`src/rtl/clk_freq_monitor.sv`:
```
// ---------------------------------------------------------------------------
// clk_freq_monitor
//
// Measures the frequency of an asynchronous clock (CLK_MEAS) from the
// CLK_100 reference domain. It counts CLK_MEAS rising edges over a fixed
// gate window of GATE_CYCLES reference cycles, then reports the count. It
// also flags whether the count lies inside [EXP_MIN, EXP_MAX] and whether
// the monitored clock has stopped (count of zero).
//
// Parameters
//   GATE_CYCLES : gate window length in CLK_100 cycles (>= 4)
//   CNT_W       : width of the edge counter and FREQ_COUNT
//   EXP_MIN     : lowest in-range count
//   EXP_MAX     : highest in-range count
//
// Ports
//   CLK_100    in   reference clock, all logic runs on it
//   RST        in   asynchronous active-high reset
//   EN         in   run continuous measurements while high
//   CLK_MEAS   in   monitored clock (asynchronous, <= 40 MHz)
//   FREQ_COUNT out  edge count of the last completed window
//   VALID      out  one-cycle pulse when FREQ_COUNT/IN_RANGE/LOST update
//   IN_RANGE   out  EXP_MIN <= last count <= EXP_MAX
//   LOST       out  last count == 0
//   BUSY       out  high whenever the FSM is not idle
//
// state  | meaning
// -------+-----------------------------------------------------------------
// IDLE   | counters held at zero, waiting for EN
// ARM    | 3 cycles letting the synchronizer flush; edges ignored
// MEAS   | gate window open; gate_cnt runs, edge strobes are counted
// REPORT | one cycle; results just loaded, VALID high; edges ignored
// ---------------------------------------------------------------------------
module clk_freq_monitor #(
    parameter int GATE_CYCLES = 100000,
    parameter int CNT_W       = 20,
    parameter int EXP_MIN     = 24750,
    parameter int EXP_MAX     = 25250
) (
    input  logic             CLK_100,
    input  logic             RST,
    input  logic             EN,
    input  logic             CLK_MEAS,
    output logic [CNT_W-1:0] FREQ_COUNT,
    output logic             VALID,
    output logic             IN_RANGE,
    output logic             LOST,
    output logic             BUSY
);

    localparam int GATE_W = (GATE_CYCLES > 1) ? $clog2(GATE_CYCLES) : 1;

    localparam logic [GATE_W-1:0] GATE_LAST = GATE_W'(GATE_CYCLES - 1);
    localparam logic [CNT_W-1:0]  CNT_MAX   = {CNT_W{1'b1}};
    localparam logic [CNT_W-1:0]  LIMIT_LO  = CNT_W'(EXP_MIN);
    localparam logic [CNT_W-1:0]  LIMIT_HI  = CNT_W'(EXP_MAX);
    localparam logic [1:0]        ARM_LAST  = 2'd2;

    typedef enum logic [1:0] {
        IDLE   = 2'd0,
        ARM    = 2'd1,
        MEAS   = 2'd2,
        REPORT = 2'd3
    } state_t;

    state_t            state;
    logic [1:0]        arm_cnt;
    logic [GATE_W-1:0] gate_cnt;
    logic [CNT_W-1:0]  edge_cnt;

    logic              s1;
    logic              s2;
    logic              s3;
    logic              edge_stb;
    logic [CNT_W-1:0]  count_next;

    // -----------------------------------------------------------------------
    // Synchronizer: s1/s2 resolve metastability, s3 delays s2 by one cycle
    // so a rising edge of CLK_MEAS appears as a single-cycle strobe.
    // -----------------------------------------------------------------------
    always_ff @(posedge CLK_100 or posedge RST) begin
        if (RST) begin
            s1 <= 1'b0;
            s2 <= 1'b0;
            s3 <= 1'b0;
        end else begin
            s1 <= CLK_MEAS;
            s2 <= s1;
            s3 <= s2;
        end
    end

    assign edge_stb = s2 & ~s3;

    // Edge count including this cycle's strobe; sticks at all-ones so an
    // over-range clock never wraps to a small, plausible-looking value.
    always_comb begin
        count_next = edge_cnt;
        if (edge_stb && (edge_cnt != CNT_MAX)) begin
            count_next = edge_cnt + CNT_W'(1);
        end
    end

    // -----------------------------------------------------------------------
    // Control FSM with registered outputs. Results are loaded on the edge
    // that enters REPORT, so they are visible during the REPORT cycle.
    // -----------------------------------------------------------------------
    always_ff @(posedge CLK_100 or posedge RST) begin
        if (RST) begin
            state      <= IDLE;
            arm_cnt    <= 2'd0;
            gate_cnt   <= '0;
            edge_cnt   <= '0;
            FREQ_COUNT <= '0;
            VALID      <= 1'b0;
            IN_RANGE   <= 1'b0;
            LOST       <= 1'b0;
            BUSY       <= 1'b0;
        end else begin
            VALID <= 1'b0;
            case (state)
                IDLE: begin
                    arm_cnt  <= 2'd0;
                    gate_cnt <= '0;
                    edge_cnt <= '0;
                    if (EN) begin
                        state <= ARM;
                        BUSY  <= 1'b1;
                    end else begin
                        BUSY  <= 1'b0;
                    end
                end

                ARM: begin
                    if (!EN) begin
                        state   <= IDLE;
                        BUSY    <= 1'b0;
                        arm_cnt <= 2'd0;
                    end else if (arm_cnt == ARM_LAST) begin
                        state    <= MEAS;
                        arm_cnt  <= 2'd0;
                        gate_cnt <= '0;
                        edge_cnt <= '0;
                    end else begin
                        arm_cnt <= arm_cnt + 2'd1;
                    end
                end

                MEAS: begin
                    if (!EN) begin
                        // Abort: the partial window is dropped and the
                        // previous results are left untouched.
                        state    <= IDLE;
                        BUSY     <= 1'b0;
                        gate_cnt <= '0;
                        edge_cnt <= '0;
                    end else if (gate_cnt == GATE_LAST) begin
                        state      <= REPORT;
                        edge_cnt   <= count_next;
                        FREQ_COUNT <= count_next;
                        IN_RANGE   <= (count_next >= LIMIT_LO) &&
                                      (count_next <= LIMIT_HI);
                        LOST       <= (count_next == '0);
                        VALID      <= 1'b1;
                    end else begin
                        gate_cnt <= gate_cnt + GATE_W'(1);
                        edge_cnt <= count_next;
                    end
                end

                REPORT: begin
                    // The report always completes; EN only decides
                    // whether another window follows.
                    gate_cnt <= '0;
                    edge_cnt <= '0;
                    if (EN) begin
                        state <= MEAS;
                    end else begin
                        state <= IDLE;
                        BUSY  <= 1'b0;
                    end
                end

                default: begin
                    state <= IDLE;
                    BUSY  <= 1'b0;
                end
            endcase
        end
    end

endmodule

```
`config.mk`:
```
export PLATFORM = sky130hd
export DESIGN_NAME = clk_freq_monitor
export DESIGN_NICKNAME = d
export VERILOG_FILES = /design/src/rtl/clk_freq_monitor.sv
export SDC_FILE = /design/constraint.sdc
export NUM_CORES = 1
export LEC_CHECK = 0
export CAP_MARGIN = 25
export CORE_MARGIN = 8
export CORE_UTILIZATION = 40
export CTS_CLUSTER_DIAMETER = 100
export DETAILED_ROUTE_END_ITERATION = 16
export PLACE_DENSITY = 0.54
export SLEW_MARGIN = 10
export SYNTH_ARGS = -nofsm -noshare
export SYNTH_HDL_FRONTEND = slang
export SYNTH_SLANG_ARGS = --single-unit
```
`constraint.sdc`:
```
create_clock -name CLK_100 -period 3.9 [get_ports CLK_100]
set_input_delay 0.39 -clock CLK_100 [delete_from_list [all_inputs] [get_ports CLK_100]]
set_output_delay 0.39 -clock CLK_100 [all_outputs]
set_load 0.02 [all_outputs]
```
==> impl_metrics.ini <==
[sta]
tightest_slew_ns = 0.701
slew_violations = 0
worst_slew_margin_rel = 0.531
hold_viol = 0
rsz0062_at_grt = false
finalCritPeriodShare = 0.791
finalSetupTns_ns = 0
clock.fmax_mhz = 324
setup_violations = 0
period_needed_ns = 3.08
fin_skew_ns = 0.0103

[global_routing]
grt_max_degree = 43
grt_pass1_vias = 2886
use_met1 = 0.195
grt_pass1_wl_mm = 14.7
use_met2 = 0.213
grt_util_all_layers = 0.143
overflow = 0
grtUsageMet3 = 0.0322
antenna_found_initial = 0
busiest_layer = met2

[job]
cap_violations = 0

[route]
wl_mm = 8.52
via_per_inst = 5.43
via_count = 2944
drt_pass1_iterations = 4
route.detailed.drc = 0
wire_per_inst_um = 15.7
final_antenna_net_count = 0
first_iter_violations = 114

[final_layout]
num_antenna_cells = 0
ff_latch_area_mm2 = 0.00170
fillers = 879
multi_input_area_mm2 = 0.00186
fin_area_mm2 = 0.00425
layout_commonest_cell = nand2_1
drive_above_1_share = 0.111
areaGrowthSynthToFinish_pct = 14.1
mostFrequentLayoutCells = nand2_1 (69), dfrtp_1 (68), o21ai_0 (46)
nets = 434

[synthesis]
syn_area_per_cell_um2 = 9.21
yosys_warnings = 0
ys_seq_elements = 68
synth.net_count = 411
yosysSeqAreaShare = 0.456
synth_ff_type = dfrtp_1
ys_types = 67
synthCells = 405
synthArstFlopShare = 1.00
synth_area_mm2 = 0.00373
synth-edff-count = 0

[power]
powerDensity_mw_per_mm2 = 306
p_leak_nw = 1.77
worst_ir_drop_vdd_mv = 0.129

[clock_network]
cts.htree.levels = 3
cts_setup_buffers = 0
cts_tree = built
clk_path_buf_depth = 2
cts_buffers = 9
postCtsHoldBufs = 0
clk_pin_slew_ns = 0.07
cts_sinks = 68
root_buffer = clkbuf_8
cts_resized = 0
clk-insertion-delay-late_ns = 0.34

[worst_setup_path]
critPathTopFamily = simple AND/OR/NAND/NOR gates
crit_required_ns = 4.14
end_kind = flip-flop
cpPeakStageDelay_ns = 0.52
setup.worst_path.start = edge_cnt[1]
cp.arrival_ns = 3.32
critPathSlowestCell = dfrtp_1
crit_buf_inv = 0
worstSetupPathType = flip-flop to flip-flop
cp_cell_sequence = ha_1, nand4_2, nor2_1, and3b_1, and2_1, a21oi_1, nor3_1, nand4_1, o41ai_2
reg2reg_from = edge_cnt[1]
start_kind = flip-flop
crit_path_max_fanout = 9

[hold_path]
hp-class = primary input to asynchronous set/reset pin

[die]
die_height_um = 113
io_pins = 28
initial_utilization = 0.407
num_rows = 35
core_region_area_mm2 = 0.00915
die_area_mm2 = 0.0127
dieWidth_um = 113

[placed_design]
portBuffers = 27
place_congestion = 0.828
dpl_cell_area_mm2 = 0.00406
dp_hpwl_mm = 5.92

[run_status]
outcome = complete, no violations
## area by class of cell
cell class                      instances  share of cell area
Multi-Input combinational cell        308               0.438
Sequential cell                        68               0.400
Timing Repair Buffer                   34              0.0818
Clock buffer                           12              0.0388
Tap cell                              111              0.0326
Inverter                                7             0.00618
Clock inverter                          2             0.00235
## final timing paths
path / to / slack, ns / depth (start not counted)
max: IN_RANGE / 0.82 / 9
min: gate_cnt[13] / 0.35 / 2
max reg2reg: IN_RANGE / 0.82 / 9
min reg2reg: s2 / 0.35 / 0
max in group asynchronous: s2 / 3.08 / 3
min in group CLK_100: s2 / 0.35 / 0
## per-layer routing
metal,wire [µm],up-vias,part of all wire
met5,0,-,0
met2,3740,72,0.44
met1,4260,1398,0.50
li1,-,1466,-
met3,417,8,0.049
met4,110,0,0.013
## stage by stage
stage	power (mW)	hold slack, ns	setup slack, ns	util	cells
after CTS	1.32	0.352	0.893	0.463	541
after global routing	1.36	0.363	0.595	0.465	542
after detailed placement	0.781	0.335	0.920	0.443	527
final	1.30	0.348	0.816	0.465	542
after global placement	0.781	0.340	0.988	0.443	527
after floorplan	0.759	0.331	1.24	-	405
## synthesized netlist by cell type, types with 2 or more instances
cell type  instances  area share
nand2_1           69       0.069
dfrtp_1           68        0.46
o21ai_0           46       0.062
nor2_1            33       0.033
nand3_1           16       0.021
xnor2_1           16       0.038
xor2_1            14       0.033
a21oi_1           12       0.016
clkbuf_1          11       0.011
nor3_1            11       0.015
nand4_1           10       0.017
inv_1              7      0.0070
buf_6              5       0.015
and3_1             4      0.0067
and4_1             4      0.0094
buf_2              4      0.0054
nor4_1             4      0.0067
o31ai_1            4      0.0081
a31oi_1            3      0.0050
nand2b_1           3      0.0050
nand4_2            3       0.010
nor2b_1            3      0.0050
o21a_1             3      0.0060
or3_1              3      0.0050
a22o_1             2      0.0047
and3_2             2      0.0040
ha_1               2      0.0067
o211ai_1           2      0.0040
o41ai_1            2      0.0047
or4bb_1            2      0.0060
## report_power, final
group / internal (mW) / switching (mW) / leakage [nW]
clock network: 0.274 / 0.259 / 0.0941
registers: 0.709 / 0.00379 / 0.934
logic: 0.0164 / 0.0387 / 0.740
total: 1.00 / 0.301 / 1.77
## cell families (layout without fill, tap and decap cells)
family,Yosys count,after routing,synth area share
muxes,3,3,0.0117
adders and majority gates,2,2,0.00671
DFF,68,68,0.456
and+or+nand+nor,186,186,0.263
xor gates and xnor gates,31,31,0.0748
AOI/OAI and AO/OA,86,86,0.144
buffers and inverters,29,55,0.0436
## sequential cells by signal, summed over array words and instances (netlist names)
name and flops:
BUSY 1, FREQ_COUNT 20, IN_RANGE 1, LOST 1
VALID 1, arm_cnt 2, edge_cnt 20, gate_cnt 17
s1 1, s2 1, s3 1, state 2
Power figures use the tool's default switching activity.
